<file path="src/rtl/uartprobe_axi_pkg.sv">
// Shared response codes, size encoding and FSM state types for the uartprobe AXI responder.
package uartprobe_axi_pkg;
   localparam logic [1:0] RESP_OKAY   = 2'b00;
   localparam logic [1:0] RESP_EXOKAY = 2'b01;
   localparam logic [1:0] RESP_SLVERR = 2'b10;
   localparam logic [1:0] RESP_DECERR = 2'b11;

   localparam logic [2:0] SIZE_WORD = 3'b010;

   typedef enum logic [2:0] {
      WR_IDLE, WR_WAIT_W, WR_WAIT_AW, WR_DELAY, WR_RESP
   } wr_state_t;

   typedef enum logic [1:0] {
      RD_IDLE, RD_DELAY, RD_DATA
   } rd_state_t;
endpackage

</file>
<file path="src/rtl/uartprobe_axi_responder_if.sv">
// AXI4 single-beat port subset shared by the uartprobe master and this responder.
interface uartprobe_axi_responder_if;
   logic [31:0] s_axi_araddr;
   logic        s_axi_arready;
   logic [2:0]  s_axi_arsize;
   logic        s_axi_arvalid;
   logic [31:0] s_axi_awaddr;
   logic        s_axi_awready;
   logic [2:0]  s_axi_awsize;
   logic        s_axi_awvalid;
   logic        s_axi_bready;
   logic [1:0]  s_axi_bresp;
   logic        s_axi_bvalid;
   logic [31:0] s_axi_rdata;
   logic        s_axi_rlast;
   logic        s_axi_rready;
   logic [1:0]  s_axi_rresp;
   logic        s_axi_rvalid;
   logic [31:0] s_axi_wdata;
   logic        s_axi_wlast;
   logic        s_axi_wready;
   logic [3:0]  s_axi_wstrb;
   logic        s_axi_wvalid;

   modport master (
      output s_axi_araddr, s_axi_arsize, s_axi_arvalid, s_axi_awaddr, s_axi_awsize,
             s_axi_awvalid, s_axi_bready, s_axi_rready, s_axi_wdata, s_axi_wlast,
             s_axi_wstrb, s_axi_wvalid,
      input  s_axi_arready, s_axi_awready, s_axi_bresp, s_axi_bvalid, s_axi_rdata,
             s_axi_rlast, s_axi_rresp, s_axi_rvalid, s_axi_wready
   );

   modport slave (
      input  s_axi_araddr, s_axi_arsize, s_axi_arvalid, s_axi_awaddr, s_axi_awsize,
             s_axi_awvalid, s_axi_bready, s_axi_rready, s_axi_wdata, s_axi_wlast,
             s_axi_wstrb, s_axi_wvalid,
      output s_axi_arready, s_axi_awready, s_axi_bresp, s_axi_bvalid, s_axi_rdata,
             s_axi_rlast, s_axi_rresp, s_axi_rvalid, s_axi_wready
   );
endinterface

</file>
<file path="src/rtl/uartprobe_axi_decode.sv">
// Address/size decode for one AXI channel: word index plus OKAY/SLVERR/DECERR.
module uartprobe_axi_decode
   import uartprobe_axi_pkg::*;
#(
   parameter logic [31:0] BASE_ADDR = 32'h0000_0000,
   parameter int          DEPTH     = 16
) (
   input  logic [31:0]              addr,
   input  logic [2:0]               size,
   output logic [$clog2(DEPTH)-1:0] idx,
   output logic [1:0]               resp
);
   localparam int IDX_W = $clog2(DEPTH);

   assign idx = addr[IDX_W+1:2];

   // BASE_ADDR is window-aligned, so the range test is an upper-bit compare
   always_comb begin
      if (addr[31:IDX_W+2] != BASE_ADDR[31:IDX_W+2])
         resp = RESP_DECERR;
      else if (addr[1:0] != 2'b00 || size > SIZE_WORD)
         resp = RESP_SLVERR;
      else
         resp = RESP_OKAY;
   end
endmodule

</file>
<file path="src/rtl/uartprobe_axi_responder.sv">
// AXI4 single-beat register-memory slave; independent read/write FSMs, one outstanding each.
// Optional UARTPROBE_AXI_RESP_DELAY_EN adds RESP_DELAY extra cycles before bvalid/rvalid.
module uartprobe_axi_responder
   import uartprobe_axi_pkg::*;
#(
   parameter logic [31:0] BASE_ADDR  = 32'h0000_0000,
   parameter int          DEPTH      = 16,
   parameter int          RESP_DELAY = 4
) (
   input logic clk,
   input logic areset,
   uartprobe_axi_responder_if.slave axi
);
   localparam int IDX_W = $clog2(DEPTH);

   if (DEPTH < 2 || (DEPTH & (DEPTH - 1)) != 0 || RESP_DELAY < 0 ||
       (BASE_ADDR % (DEPTH * 4)) != 0) begin : g_bad_cfg
      $error("uartprobe_axi_responder: invalid BASE_ADDR/DEPTH/RESP_DELAY");
   end

   wr_state_t wr_state, wr_next;
   rd_state_t rd_state, rd_next;
   logic [DEPTH-1:0][31:0] mem;

   logic             aw_hs, w_hs, ar_hs, wr_done;
   logic [31:0]      aw_addr_q, w_data_q, aw_addr, w_data;
   logic [2:0]       aw_size_q, aw_size;
   logic [3:0]       w_strb_q, w_strb;
   logic             w_last_q, w_last;
   logic [IDX_W-1:0] wr_idx, rd_idx;
   logic [1:0]       wr_dec, wr_resp, rd_dec;
   logic [1:0]       bresp_q, rresp_q;
   logic [31:0]      rdata_q;

   assign aw_hs = axi.s_axi_awvalid & axi.s_axi_awready;
   assign w_hs  = axi.s_axi_wvalid  & axi.s_axi_wready;
   assign ar_hs = axi.s_axi_arvalid & axi.s_axi_arready;
   // the write completes when the last of AW/W lands, either alone or together
   assign wr_done = (aw_hs | (wr_state == WR_WAIT_W)) & (w_hs | (wr_state == WR_WAIT_AW));

`ifdef UARTPROBE_AXI_RESP_DELAY_EN
   localparam wr_state_t   WR_FIRST = (RESP_DELAY == 0) ? WR_RESP : WR_DELAY;
   localparam rd_state_t   RD_FIRST = (RESP_DELAY == 0) ? RD_DATA : RD_DELAY;
   localparam logic [15:0] DLY      = 16'(RESP_DELAY);
   logic [15:0] wr_cnt, rd_cnt;

   always_ff @(posedge clk or posedge areset) begin
      if (areset) begin
         wr_cnt <= '0;
         rd_cnt <= '0;
      end else begin
         if (wr_done)                                  wr_cnt <= DLY;
         else if (wr_state == WR_DELAY && wr_cnt != 0) wr_cnt <= wr_cnt - 16'd1;
         if (ar_hs)                                    rd_cnt <= DLY;
         else if (rd_state == RD_DELAY && rd_cnt != 0) rd_cnt <= rd_cnt - 16'd1;
      end
   end
`else
   localparam wr_state_t WR_FIRST = WR_RESP;
   localparam rd_state_t RD_FIRST = RD_DATA;
`endif

   always_comb begin
      aw_addr = aw_hs ? axi.s_axi_awaddr : aw_addr_q;
      aw_size = aw_hs ? axi.s_axi_awsize : aw_size_q;
      w_data  = w_hs  ? axi.s_axi_wdata  : w_data_q;
      w_strb  = w_hs  ? axi.s_axi_wstrb  : w_strb_q;
      w_last  = w_hs  ? axi.s_axi_wlast  : w_last_q;
   end

   uartprobe_axi_decode #(.BASE_ADDR(BASE_ADDR), .DEPTH(DEPTH)) u_wr_dec (
      .addr(aw_addr), .size(aw_size), .idx(wr_idx), .resp(wr_dec)
   );

   uartprobe_axi_decode #(.BASE_ADDR(BASE_ADDR), .DEPTH(DEPTH)) u_rd_dec (
      .addr(axi.s_axi_araddr), .size(axi.s_axi_arsize), .idx(rd_idx), .resp(rd_dec)
   );

   assign wr_resp = (wr_dec == RESP_OKAY && !w_last) ? RESP_SLVERR : wr_dec;

   always_ff @(posedge clk or posedge areset) begin
      if (areset) begin
         wr_state <= WR_IDLE;
         rd_state <= RD_IDLE;
      end else begin
         wr_state <= wr_next;
         rd_state <= rd_next;
      end
   end

   always_comb begin
      wr_next = wr_state;
      case (wr_state)
         WR_IDLE: begin
            if (aw_hs && w_hs) wr_next = WR_FIRST;
            else if (aw_hs)    wr_next = WR_WAIT_W;
            else if (w_hs)     wr_next = WR_WAIT_AW;
         end
         WR_WAIT_W:  if (w_hs)  wr_next = WR_FIRST;
         WR_WAIT_AW: if (aw_hs) wr_next = WR_FIRST;
`ifdef UARTPROBE_AXI_RESP_DELAY_EN
         WR_DELAY:   if (wr_cnt <= 16'd1) wr_next = WR_RESP;
`endif
         WR_RESP:    if (axi.s_axi_bready) wr_next = WR_IDLE;
         default:    wr_next = WR_IDLE;
      endcase
   end

   always_comb begin
      rd_next = rd_state;
      case (rd_state)
         RD_IDLE:  if (ar_hs) rd_next = RD_FIRST;
`ifdef UARTPROBE_AXI_RESP_DELAY_EN
         RD_DELAY: if (rd_cnt <= 16'd1) rd_next = RD_DATA;
`endif
         RD_DATA:  if (axi.s_axi_rready) rd_next = RD_IDLE;
         default:  rd_next = RD_IDLE;
      endcase
   end

   // readies are gated by reset so nothing is accepted while areset is high
   always_comb begin
      axi.s_axi_awready = !areset && (wr_state == WR_IDLE || wr_state == WR_WAIT_AW);
      axi.s_axi_wready  = !areset && (wr_state == WR_IDLE || wr_state == WR_WAIT_W);
      axi.s_axi_bvalid  = (wr_state == WR_RESP);
      axi.s_axi_bresp   = bresp_q;
      axi.s_axi_arready = !areset && (rd_state == RD_IDLE);
      axi.s_axi_rvalid  = (rd_state == RD_DATA);
      axi.s_axi_rlast   = (rd_state == RD_DATA);
      axi.s_axi_rresp   = rresp_q;
      axi.s_axi_rdata   = rdata_q;
   end

   always_ff @(posedge clk or posedge areset) begin
      if (areset) begin
         aw_addr_q <= '0;
         aw_size_q <= '0;
         w_data_q  <= '0;
         w_strb_q  <= '0;
         w_last_q  <= 1'b0;
         bresp_q   <= RESP_OKAY;
      end else begin
         if (aw_hs) begin
            aw_addr_q <= axi.s_axi_awaddr;
            aw_size_q <= axi.s_axi_awsize;
         end
         if (w_hs) begin
            w_data_q <= axi.s_axi_wdata;
            w_strb_q <= axi.s_axi_wstrb;
            w_last_q <= axi.s_axi_wlast;
         end
         if (wr_done) bresp_q <= wr_resp;
      end
   end

   always_ff @(posedge clk or posedge areset) begin
      if (areset) begin
         mem <= '0;
      end else if (wr_done && wr_resp == RESP_OKAY) begin
         for (int b = 0; b < 4; b++)
            if (w_strb[b]) mem[wr_idx][b*8 +: 8] <= w_data[b*8 +: 8];
      end
   end

   // read samples mem before a same-edge commit lands, giving the pre-write value
   always_ff @(posedge clk or posedge areset) begin
      if (areset) begin
         rdata_q <= '0;
         rresp_q <= RESP_OKAY;
      end else if (ar_hs) begin
         rdata_q <= (rd_dec == RESP_OKAY) ? mem[rd_idx] : 32'h0;
         rresp_q <= rd_dec;
      end
   end
endmodule

</file>
<file path="src/flat_wrapper.sv">
// flat-port wrapper written by rule: the top's interface ports become plain ports
module uartprobe_axi_responder_flat import uartprobe_axi_pkg::*;
#(
   parameter logic [31:0] BASE_ADDR  = 32'h0000_0000,
   parameter int          DEPTH      = 16,
   parameter int          RESP_DELAY = 4
)
  (clk, areset, axi_s_axi_araddr, axi_s_axi_arsize, axi_s_axi_arvalid, axi_s_axi_awaddr, axi_s_axi_awsize, axi_s_axi_awvalid, axi_s_axi_bready, axi_s_axi_rready, axi_s_axi_wdata, axi_s_axi_wlast, axi_s_axi_wstrb, axi_s_axi_wvalid, axi_s_axi_arready, axi_s_axi_awready, axi_s_axi_bresp, axi_s_axi_bvalid, axi_s_axi_rdata, axi_s_axi_rlast, axi_s_axi_rresp, axi_s_axi_rvalid, axi_s_axi_wready);
  uartprobe_axi_responder_if axi_i ();
  input logic clk;
  input logic areset;
  input wire logic [$bits(axi_i.s_axi_araddr)-1:0] axi_s_axi_araddr;
  input wire logic [$bits(axi_i.s_axi_arsize)-1:0] axi_s_axi_arsize;
  input wire logic [$bits(axi_i.s_axi_arvalid)-1:0] axi_s_axi_arvalid;
  input wire logic [$bits(axi_i.s_axi_awaddr)-1:0] axi_s_axi_awaddr;
  input wire logic [$bits(axi_i.s_axi_awsize)-1:0] axi_s_axi_awsize;
  input wire logic [$bits(axi_i.s_axi_awvalid)-1:0] axi_s_axi_awvalid;
  input wire logic [$bits(axi_i.s_axi_bready)-1:0] axi_s_axi_bready;
  input wire logic [$bits(axi_i.s_axi_rready)-1:0] axi_s_axi_rready;
  input wire logic [$bits(axi_i.s_axi_wdata)-1:0] axi_s_axi_wdata;
  input wire logic [$bits(axi_i.s_axi_wlast)-1:0] axi_s_axi_wlast;
  input wire logic [$bits(axi_i.s_axi_wstrb)-1:0] axi_s_axi_wstrb;
  input wire logic [$bits(axi_i.s_axi_wvalid)-1:0] axi_s_axi_wvalid;
  output wire logic [$bits(axi_i.s_axi_arready)-1:0] axi_s_axi_arready;
  output wire logic [$bits(axi_i.s_axi_awready)-1:0] axi_s_axi_awready;
  output wire logic [$bits(axi_i.s_axi_bresp)-1:0] axi_s_axi_bresp;
  output wire logic [$bits(axi_i.s_axi_bvalid)-1:0] axi_s_axi_bvalid;
  output wire logic [$bits(axi_i.s_axi_rdata)-1:0] axi_s_axi_rdata;
  output wire logic [$bits(axi_i.s_axi_rlast)-1:0] axi_s_axi_rlast;
  output wire logic [$bits(axi_i.s_axi_rresp)-1:0] axi_s_axi_rresp;
  output wire logic [$bits(axi_i.s_axi_rvalid)-1:0] axi_s_axi_rvalid;
  output wire logic [$bits(axi_i.s_axi_wready)-1:0] axi_s_axi_wready;
  assign axi_i.s_axi_araddr = axi_s_axi_araddr;
  assign axi_i.s_axi_arsize = axi_s_axi_arsize;
  assign axi_i.s_axi_arvalid = axi_s_axi_arvalid;
  assign axi_i.s_axi_awaddr = axi_s_axi_awaddr;
  assign axi_i.s_axi_awsize = axi_s_axi_awsize;
  assign axi_i.s_axi_awvalid = axi_s_axi_awvalid;
  assign axi_i.s_axi_bready = axi_s_axi_bready;
  assign axi_i.s_axi_rready = axi_s_axi_rready;
  assign axi_i.s_axi_wdata = axi_s_axi_wdata;
  assign axi_i.s_axi_wlast = axi_s_axi_wlast;
  assign axi_i.s_axi_wstrb = axi_s_axi_wstrb;
  assign axi_i.s_axi_wvalid = axi_s_axi_wvalid;
  assign axi_s_axi_arready = axi_i.s_axi_arready;
  assign axi_s_axi_awready = axi_i.s_axi_awready;
  assign axi_s_axi_bresp = axi_i.s_axi_bresp;
  assign axi_s_axi_bvalid = axi_i.s_axi_bvalid;
  assign axi_s_axi_rdata = axi_i.s_axi_rdata;
  assign axi_s_axi_rlast = axi_i.s_axi_rlast;
  assign axi_s_axi_rresp = axi_i.s_axi_rresp;
  assign axi_s_axi_rvalid = axi_i.s_axi_rvalid;
  assign axi_s_axi_wready = axi_i.s_axi_wready;
  uartprobe_axi_responder #(.BASE_ADDR(BASE_ADDR), .DEPTH(DEPTH), .RESP_DELAY(RESP_DELAY)) u_core (.clk(clk), .areset(areset), .axi(axi_i));
endmodule
</file>
<file path="config.mk">
export PLATFORM = sky130hd
export DESIGN_NAME = uartprobe_axi_responder_flat
export DESIGN_NICKNAME = d
export VERILOG_FILES = /design/src/rtl/uartprobe_axi_pkg.sv /design/src/rtl/uartprobe_axi_responder_if.sv /design/src/rtl/uartprobe_axi_decode.sv /design/src/rtl/uartprobe_axi_responder.sv /design/src/flat_wrapper.sv
export SDC_FILE = /design/constraint.sdc
export NUM_CORES = 1
export LEC_CHECK = 0
export ABC_AREA = 1
export CORE_ASPECT_RATIO = 0.9
export CORE_MARGIN = 2
export CORE_UTILIZATION = 50
export CTS_CLUSTER_SIZE = 40
export DETAILED_ROUTE_END_ITERATION = 16
export GPL_TIMING_DRIVEN = 1
export PLACE_DENSITY = 0.75
export SLEW_MARGIN = 20
export SYNTH_ARGS = -nofsm -noshare
export SYNTH_HDL_FRONTEND = slang
export SYNTH_SLANG_ARGS = --single-unit
</file>
<file path="constraint.sdc">
create_clock -name clk -period 30.2 [get_ports clk]
set_clock_uncertainty 0.1 [all_clocks]
set_input_delay 7.55 -clock clk [delete_from_list [all_inputs] [get_ports clk]]
set_output_delay 7.55 -clock clk [all_outputs]
set_load 0.01 [all_outputs]
</file>
# Word level (Yosys, flattened, before mapping)
# Index checks and enable logic that the tools add are counted.
[totals]
register_bits = 625
output_inout_bits = 42
elab_cells = 113
[op_classes]
magnitude_cmp = 5
n_eq_ne = 10
muxes = 42
bitwise_logic = 6
n_reduce_logical = 24
[ops]
columns = ["cell", "n"]
rows = [
  ["two-way mux 512 bit", 7],
  ["bitwise mux 512 bit", 4],
  ["demux 32 bit (select 4 bit)", 4],
  ["two-way mux 32 bit", 5],
  ["binary-select mux 32 bit (select 4 bit)", 1],
  ["nonzero test 26 bit", 2],
  ["two-way mux 24 bit", 1],
  ["two-way mux 3 bit", 7],
  ["two-way mux 16 bit", 1],
  ["two-way mux 2 bit", 7],
  ["case mux 3 bit (4 select lines)", 1],
  ["less-than comparator 4 x 5 -> 1 bit (second input constant)", 2],
  ["logical NOT 2 bit", 4],
  ["two-way mux 8 bit", 1],
  ["logical AND 1 bit", 7],
  ["> comparator 3 x 2 -> 1 bit (second input constant)", 2],
  ["!= test 2 x 1 -> 1 bit (second input constant)", 3],
  ["bitwise AND 1 bit", 4],
  ["greater-or-equal comparator 4 x 1 -> 1 bit (second input constant)", 1],
  ["logical OR 1 bit", 4],
  ["two-way mux 4 bit", 1],
  ["!= test 2 bit (second input constant)", 2],
  ["!= test 4 x 1 -> 1 bit (second input constant)", 1],
  ["case mux 2 bit (2 select lines)", 1],
  ["11 further kinds", 14],
]

# Logic depth before layout (Yosys ltp)
# Gate-level depths: netlist of the first run.
[depth]
word_depth = 23
depth_mapped = 15
ltp_nobuf = 13

# Modules after synthesis
# A second synthesis of the first run with hierarchy kept.
[hier_totals]
hier_cells = 3955
area_unflattened_um2 = 31273.7
[by_module_without_submodules]
columns = ["module", "instances", "cells_each", "area_per_inst_um2", "seq_area_each_um2"]
rows = [
  ["uartprobe_axi_responder", 1, 3887, 30978.5, 15615.0],
  ["uartprobe_axi_decode", 2, 34, 147.6, 0.0],
]

# Worst setup path before layout of the first run
# No wires, ideal clock.
[synth_timing]
kind = "input port to flip-flop"
from = "in areset"
to = "reg u_core.mem[256] in the netlist's numbering"
setup_time_ps = 119
arrival_time_ps = 27809
t_required_ps = 29981
slack_ps = 2173
path_stages = 13
n_path_buf = 3
path_cell_list = "inv_2 clkbuf_1 nand4_1 nand2_1 nand2_1 nor2_1 nand3_1 nor2_2 buf_6 buf_6 nand4_4 nand2_1 nand2_1"
[synth_between]
elab_chain_len = 19
elab_cells_between_ends = 44
classes_between = "order compare: 3; mux: 24; bitwise: 5; reduce/logical: 12"
[synth_rtl]
columns = ["item", "line_no", "text"]
rows = [
  ["start, declared", "flat_wrapper.sv:11", "input logic areset;"],
  ["logical NOT 1 bit (no source line) *", "--", ""],
  ["logical AND 1 bit", "uartprobe_axi_responder.sv:123", "axi.s_axi_awready = !areset && (wr_state == WR_IDLE || wr_state == WR_WAIT_AW);"],
  ["bitwise AND 1 bit", "uartprobe_axi_responder.sv:35", "assign aw_hs = axi.s_axi_awvalid & axi.s_axi_awready;"],
  ["two-way mux 32 bit", "uartprobe_axi_responder.sv:64", "aw_addr = aw_hs ? axi.s_axi_awaddr : aw_addr_q;"],
  ["less-than comparator 4 x 5 -> 1 bit (implied by the code) or greater-or-equal comparator 4 x 1 -> 1 bit (tied branches)", "uartprobe_axi_responder.sv:161", "if (w_strb[b]) mem[wr_idx][b*8 +: 8] <= w_data[b*8 +: 8];"],
  ["logical AND 1 bit (implied by the code)", "uartprobe_axi_responder.sv:161", ""],
  ["two-way mux 8 bit (implied by the code)", "uartprobe_axi_responder.sv:161", ""],
  ["demux 32 bit (select 4 bit)", "--", ""],
  ["[... 3 more ...]", "--", ""],
  ["bitwise mux 512 bit", "uartprobe_axi_responder.sv:161", ""],
  ["two-way mux 512 bit", "uartprobe_axi_responder.sv:161", ""],
  ["two-way mux 512 bit", "uartprobe_axi_responder.sv:159", "end else if (wr_done && wr_resp == RESP_OKAY) begin"],
  ["bitwise mux 512 bit", "uartprobe_axi_responder.sv:161", ""],
  ["two-way mux 512 bit", "uartprobe_axi_responder.sv:161", ""],
  ["two-way mux 512 bit", "uartprobe_axi_responder.sv:159", ""],
  ["bitwise mux 512 bit", "uartprobe_axi_responder.sv:161", ""],
  ["two-way mux 512 bit", "uartprobe_axi_responder.sv:161", ""],
  ["end signal, assigned by index", "uartprobe_axi_responder.sv:161", ""],
  ["end, declared", "uartprobe_axi_responder.sv:23", "logic [DEPTH-1:0][31:0] mem;"],
]
# Mark *: on every way between the ends. The rest lies on a longest branch, timed or not. The select of a mux whose other input is x is not followed.
# A chain may end at the register's enable or synchronous reset.

# Worst setup path in the final report of the first run
[layout_timing]
from = "in areset"
to = "out axi_s_axi_wready"
[layout_between]
elab_chain_len = 2
[layout_rtl]
columns = ["item", "line_no", "text"]
rows = [
  ["logical NOT 1 bit (no source line)", "--", ""],
  ["logical AND 1 bit", "uartprobe_axi_responder.sv:124", "axi.s_axi_wready = !areset && (wr_state == WR_IDLE || wr_state == WR_WAIT_W);"],
  ["end, declared", "flat_wrapper.sv:32", "output wire logic [$bits(axi_i.s_axi_wready)-1:0] axi_s_axi_wready;"],
]
# Every way passes these cells.

==> results by group, run 1 <==
Synth
  – Synthesized instance count: 3891
  – Primary FF master, synth: dfrtp_1
  – Most common cell in the netlist: nand2_1
  – Ys Warns: 0
  – Yosys top cell by area: dfrtp_1
  – Yosys reg bits: 624
  – Cell area after synthesis: 32100 µm²
  – Top cells by area, synth: dfrtp_1 (49%), nand2_1 (20%), nand4_1 (11%), nand4_4 (4.0%), a21oi_1 (3.3%)
  – Most common library cells after synthesis: nand2_1 (1702), dfrtp_1 (624), nand4_1 (546), a21oi_1 (211), clkbuf_1 (185)
  – Post-synth ARST share: 100%
  – Top cell type's share of synthesized area: 48.6%
  – Syn_nets: 4005
  – Syn avg cell area: 8.25 µm²
  – Register area share after synthesis: 48.6%
  – Number of synthesized flops with an enable pin: 0
  – Netlist cell types: 40

Global routing
  – GRT Util Overall: 30.0%
  – Remaining global-route overflow: 0
  – Largest net degree at the start of global routing: 241
  – Vias in the first global route: 27500
  – First-pass GRT wire length: 159000 µm
  – Initial antenna violation count: 0

Clocking
  – H-tree lvl count: 3
  – CTS Hold Bufs: 0
  – Setup bufs post-CTS: 0
  – Clock buffer depth: 3
  – CTS Sinks: 624
  – Clk Latency, worst-skew pair: 0.62 ns
  – CTS Buf Count: 70
  – Post-CTS sizing: 0
  – Clk slew on worst S/H paths: 0.05 ns
  – CTS tree: built
  – Clock root buffer: clkbuf_16

Worst setup path
  – Crit-path max FO: 4
  – WS Path Type: input pin to output pin
  – Critical Path RT: 22.55 ns
  – CP Capture Type: output pin
  – CP Data Arrival Time: 8.88 ns
  – Nature of the critical path startpoint: input pin
  – R2r worst-path depth: 12

STA
  – Final TNS setup: 0 ns
  – Least-Margin Pin Slew: 1.20 ns
  – Fin crit share: 54.7%
  – Fmax: 60.5 MHz
  – Final setup fails: 0
  – Rel. slew slack: 20.0%
  – RSZ-0062 raised after global routing: false
  – Count of pins over their slew limit: 0
  – Final min period: 16.53 ns
  – Hold WS: 0.377 ns
  – Worst setup margin: 13.67 ns
  – Fin. Hold Viols: 0

Die
  – Die width: 271 µm
  – Die H: 244 µm
  – Die area: 66300 µm²
  – Core Region: 63900 µm²
  – Cell Rows: 88
  – Ports: 156
  – Initial Utilization: 50.3%

Detailed routing
  – Met2 wire length: 45800 µm
  – Drt drc: 0
  – Drt pass-1 iters: 8
  – Via Count: 29400
  – Total Wirelength: 101000 µm
  – Initial DRC Count: 4386
  – DR WL met3: 9740 µm
  – Detail Route Antenna Nets: 0
  – Top Layer Used: met4
  – Metal-1 WL: 41500 µm
  – DR vias/cell: 6.24
  – Drt wl/cell: 21.3 µm

Layout
  – Area Overhead vs Synth: 11.4%
  – Proportion of layout cells with a drive suffix above 1: 6.77%
  – # fillers: 5630
  – Antenna Diode Count: 0
  – Non-filler instance count after layout: 4713
  – Final Net Count: 3923
  – Final instance area: 35800 µm²

Hold path
  – Hold Path Cell Cnt: 2
  – HP Class: flop to flop

Placement
  – Placer congestion estimate: 0.834
  – DP Worst Slack: 13.67 ns
  – Placed Instance Area: 33500 µm²
  – Post-DP HPWL: 54100 µm
  – Port bufs: 155
  – Placed Cells: 4592

Job
  – Max-Cap Viols: 0

Power
  – P_leak: 18.2 nW
  – Switching portion of total power: 38.8%
  – Clock power frac: 35.2%
  – VDD IR-drop max: 0.113 mV
  – Comb pwr share: 27.5%
  – Sequential share of power: 37.3%
  – Sw power: 936 µW
  – Power Dens Cells: 67.5 nW/µm²
  – Int Power: 1.48 mW

Status
  – Outcome: completed
## metal layers
layer | vias up | global-route usage (%)
met5 | - | 0
met4 | 0 | 11.3
met3 | 226 | 5.49
met2 | 1621 | 45.4
met1 | 14300 | 43.1
li1 | 13200 | -
## power by group through the flow
stage               Sequential (mW)  Clock, mW  Combinational, mW
floorplan                     0.913          0              0.457
global placement              0.913          0              0.642
detailed placement            0.915          0              0.644
CTS                           0.900      0.854              0.646
global route                  0.905      0.889              0.701
finish                        0.900      0.849              0.663
## stage by stage
step / power (mW) / util [%]
2_1_floorplan: 1.37 / -
3_3_place_gp: 1.55 / 52.5
3_5_place_dp: 1.56 / 52.5
4_1_cts: 2.40 / 56.0
5_1_grt: 2.49 / 56.0
6_report: 2.41 / 56.0
## path summary, 6_finish.rpt
kind | start | end | slack (ns)
min | u_core.aw_addr_q[25] | u_core.aw_addr_q[25] | 0.38
max in group asynchronous | areset | u_core.mem[341] | 20.11
min in group asynchronous | areset | u_core.aw_addr_q[15] | 7.45
max reg2reg | u_core.wr_state[0] | u_core.mem[81] | 24.29
min reg2reg | u_core.aw_addr_q[25] | u_core.aw_addr_q[25] | 0.38
max | areset | axi_s_axi_wready | 13.67
## state kept, by name, summed over array words and instances (netlist names)
register                cells
u_core.mem                512
u_core.aw_addr_q           32
u_core.axi.s_axi_rdata     32
u_core.w_data_q            32
u_core.w_strb_q             4
u_core.aw_size_q            3
u_core.wr_state             3
u_core.axi.s_axi_bresp      2
u_core.axi.s_axi_rresp      2
u_core.rd_state             1
u_core.w_last_q             1
## logic make-up (layout without fill, tap and decap cells)
logic type	count (synthesis)	in the layout	synth area share, %
simple gates	2429	2429	37.4
buf+inv	434	401	5.94
flops	624	624	48.6
compound gates	404	404	8.08
## critical path, cell delays in order
cell	delay (ns)
clkdlybuf4s50_1	0.54
nor3_1	0.23
clkdlybuf4s50_1	0.56
## layout make-up
| cell class | instances | area, µm² | share of cell area [%] |
|---|---|---|---|
| clock buffers | 104 | 2060 | 5.77 |
| clock inverters | 17 | 175 | 0.490 |
| inverters | 89 | 359 | 1.00 |
| multi-input cells | 2833 | 14600 | 40.9 |
| flip-flops and latches | 624 | 15600 | 43.7 |
| well taps | 855 | 1070 | 2.99 |
| repair buffers | 191 | 1840 | 5.15 |
## cell usage in the layout, fill, tap and decap left out, types with 3 or more instances in the layout
cell	count
bufinv_16	3
clkbuf_1	19
nand3_1	37
nor2_1	35
a22oi_1	62
inv_6	6
nand2_2	4
a32o_1	39
clkdlybuf4s50_1	151
nor4_1	3
nand2_1	1701
o211ai_1	39
a21oi_1	211
nor2_4	5
nand4_2	4
nor2_8	15
inv_2	7
clkbuf_8	13
o21ai_1	6
clkinv_2	10
o22ai_1	3
o21ai_0	13
dfrtp_1	624
clkbuf_16	73
nand2_4	10
nand4_1	546
inv_1	77
or2_2	3
o311ai_0	23
buf_4	36
nand4_4	60
(Power assumes the default switching activity.)
==> run 2, diff against run 1 <==
--- a/config.mk
+++ b/config.mk
@@ -12,7 +12,7 @@
 export CTS_CLUSTER_SIZE = 40
 export DETAILED_ROUTE_END_ITERATION = 16
 export GPL_TIMING_DRIVEN = 1
-export PLACE_DENSITY = 0.75
+export PLACE_DENSITY = 0.72
 export SLEW_MARGIN = 20
 export SYNTH_ARGS = -nofsm -noshare
 export SYNTH_HDL_FRONTEND = slang
==> constraint.sdc (replaced) <==
create_clock -name clk -period 15.73 [get_ports clk]
set_clock_uncertainty 0.1 [all_clocks]
set_input_delay 3.9325 -clock clk [delete_from_list [all_inputs] [get_ports clk]]
set_output_delay 3.9325 -clock clk [all_outputs]
set_load 0.01 [all_outputs]
==> run 2 against run 1 <==
Against the previous run: combinational power increased by 92%; first-iteration DRC count decreased by 13%; power increased by 90%; routed wire length increased by 1.3%; die area unchanged; non-clock buffer count decreased by 2; worst hold slack got worse by 0.0067 ns; final cell count about the same; register-to-register slack got worse by 14 ns; via count decreased by 0.50%; critical path depth unchanged; utilization decreased by 0.098 points.
==> results by group, run 2 (synthesis results as in run 1) <==
Clocking
  – Clk slew on worst S/H paths: 0.06 ns (was 0.05 ns)
  – CTS Buf Count: 69 (was 70)
  – CTS Hold Bufs: 0 (unchanged)
  – CTS tree: built (unchanged)
  – Clock buffer depth: 3 (unchanged)
  – Clk Latency, worst-skew pair: 0.62 ns (about the same)
  – Clock root buffer: clkbuf_16 (unchanged)
  – CTS Sinks: 624 (unchanged)
  – H-tree lvl count: 3 (unchanged)
  – Setup bufs post-CTS: 0 (unchanged)
  – Post-CTS sizing: 0 (unchanged)

Status
  – Outcome: completed (unchanged)

STA
  – Fmax: 108 MHz
  – Final TNS setup: 0 ns (unchanged)
  – Count of pins over their slew limit: 0 (unchanged)
  – Fin crit share: 59.1%
  – Fin. Hold Viols: 0 (unchanged)
  – RSZ-0062 raised after global routing: false (unchanged)
  – Rel. slew slack: 14.5% (was 20.0%)
  – Least-Margin Pin Slew: 1.28 ns (was 1.20 ns)
  – Final setup fails: 0 (unchanged)
  – Final min period: 9.30 ns

Worst setup path
  – Slowest CP cell: clkdlybuf4s50_1 (unchanged)
  – Critical path cell sequence: clkdlybuf4s50_1 > nor2_1 > clkdlybuf4s50_1 (was clkdlybuf4s50_1 > nor3_1 > clkdlybuf4s50_1)
  – Critical Path RT: 11.70 ns (was 22.55 ns)
  – CP Launch Point: areset (unchanged)
  – CP Buf/Inv Count: 2 (unchanged)
  – R2r worst-path depth: 12 (unchanged)
  – Delay-heaviest family, CP: buffers and inverters (unchanged)
  – Crit-path max FO: 4 (unchanged)
  – R2R Setup Slk: 10.65 ns (was 24.29 ns)
  – CP Data Arrival Time: 5.26 ns (was 8.88 ns)
  – Crit-path max cell delay: 0.56 ns (about the same)
  – CP Depth: 3 (unchanged)
  – Reg2reg end: u_core.mem[202] (was u_core.mem[81])
  – WS Path Type: input pin to output pin (unchanged)
  – CP dominant cell by count: clkdlybuf4s50_1 (unchanged)
  – CP endpoint: axi_s_axi_arready (was axi_s_axi_wready)
  – Nature of the critical path startpoint: input pin (unchanged)
  – CP Capture Type: output pin (unchanged)
  – RR Startpoint: u_core.wr_state[2] (was u_core.wr_state[0])

Die
  – Cell Rows: 88 (unchanged)
  – Core Region: 63900 µm² (unchanged)
  – Die area: 66300 µm² (unchanged)
  – Die width: 271 µm (unchanged)
  – Ports: 156 (unchanged)
  – Initial Utilization: 50.3% (unchanged)
  – Die H: 244 µm (unchanged)

Layout
  – Final Net Count: 3920 (was 3923)
  – Most common cell after layout, fill and taps aside: nand2_1 (unchanged)
  – Final instance area: 35700 µm² (was 35800 µm²)
  – Area Overhead vs Synth: 11.2% (was 11.4%)
  – Largest Register: u_core.mem (unchanged)
  – Proportion of layout cells with a drive suffix above 1: 6.92% (was 6.77%)
  – Commonest cells after routing, fill and taps aside: nand2_1 (1701), dfrtp_1 (624), nand4_1 (546), a21oi_1 (211), clkdlybuf4s50_1 (151) (unchanged)
  – Antenna Diode Count: 0 (unchanged)
  – Max FFs per register: 512 (unchanged)

Detailed routing
  – Total Wirelength: 102000 µm (was 101000 µm)
  – Drt drc: 0 (unchanged)
  – DR vias/cell: 6.21 (was 6.24)
  – Initial DRC Count: 3835 (was 4386)
  – Drt wl/cell: 21.6 µm (was 21.3 µm)
  – Detail Route Antenna Nets: 0 (unchanged)
  – Drt pass-1 iters: 6 (was 8)
  – Via Count: 29300 (was 29400)

Hold path
  – HP Class: flop to flop (unchanged)

Placement
  – Post-DP HPWL: 55500 µm (was 54100 µm)
  – Placer congestion estimate: 0.817 (was 0.834)
  – Port bufs: 155 (unchanged)
  – Placed Instance Area: 33500 µm² (about the same)

Global routing
  – First-pass GRT wire length: 160000 µm (was 159000 µm)
  – Largest net degree at the start of global routing: 244 (was 241)
  – Remaining global-route overflow: 0 (unchanged)
  – Vias in the first global route: 27800 (was 27500)
  – GRT Util Overall: 30.4% (was 30.0%)
  – Initial antenna violation count: 0 (unchanged)

Power
  – P_leak: 18.2 nW (about the same)
  – Total power: 4.59 mW (was 2.41 mW)
  – Power Dens Cells: 129 nW/µm² (was 67.5 nW/µm²)
  – VDD IR-drop max: 0.151 mV (was 0.113 mV)

Job
  – Max-Cap Viols: 0 (unchanged)
==> run 2: per-stage QoR <==
stage | setup slack (ns) | utilization (%) | cells | hold WS, ns
detailed placement | 6.44 | 52.5 | 4590 | 0.359
floorplan | 0.167 | - | 3891 | 0.339
CTS | 6.44 | 55.9 | 4714 | 0.373
global route | 6.35 | 55.9 | 4714 | 0.394
global placement | 6.45 | 52.5 | 4590 | 0.357
finish | 6.43 | 55.9 | 4714 | 0.371
==> run 2: how the worst min path moves through the flow <==
stage	depth (start not counted)	endpoint	startpoint	slack [ns]
2_1_floorplan	2	u_core.aw_addr_q[23]	u_core.aw_addr_q[23]	0.34
3_3_place_gp	2	u_core.aw_addr_q[22]	u_core.aw_addr_q[22]	0.36
3_5_place_dp	2	u_core.aw_addr_q[23]	u_core.aw_addr_q[23]	0.36
4_1_cts	2	u_core.aw_addr_q[23]	u_core.aw_addr_q[23]	0.37
5_1_grt	2	u_core.mem[434]	u_core.mem[434]	0.39
6_report	2	u_core.aw_addr_q[23]	u_core.aw_addr_q[23]	0.37
==> run 2: metal layers <==
layer	part of all wire (%)	routed length, µm	track usage [%]
met4	3.6	3630	11.8
met2	45	46300	46.2
met1	41	42200	42.9
met3	9.6	9750	6.02
met5	0	0	0
==> run 2: power breakdown <==
part           leakage, nW  switching, mW  internal [mW]
combinational         8.57           1.09          0.179
clock                 1.09          0.687          0.907
sequential            8.57         0.0312           1.70
total                 18.2           1.81           2.78
==> run 2: layout make-up <==
type | count | area, µm²
fill | 5731 | 28200
sequential | 624 | 15600
multi-input combinational | 2833 | 14600
clock buffer | 102 | 2050
timing repair buffer | 189 | 1830
tap | 855 | 1070
inverter | 89 | 359
clock inverter | 22 | 134
==> run 2: worst min-delay path, delay by kind of cell (launching register included) <==
kind             cells  cell delay, ns
DFF                  1            0.32
and+or+nand+nor      2            0.11
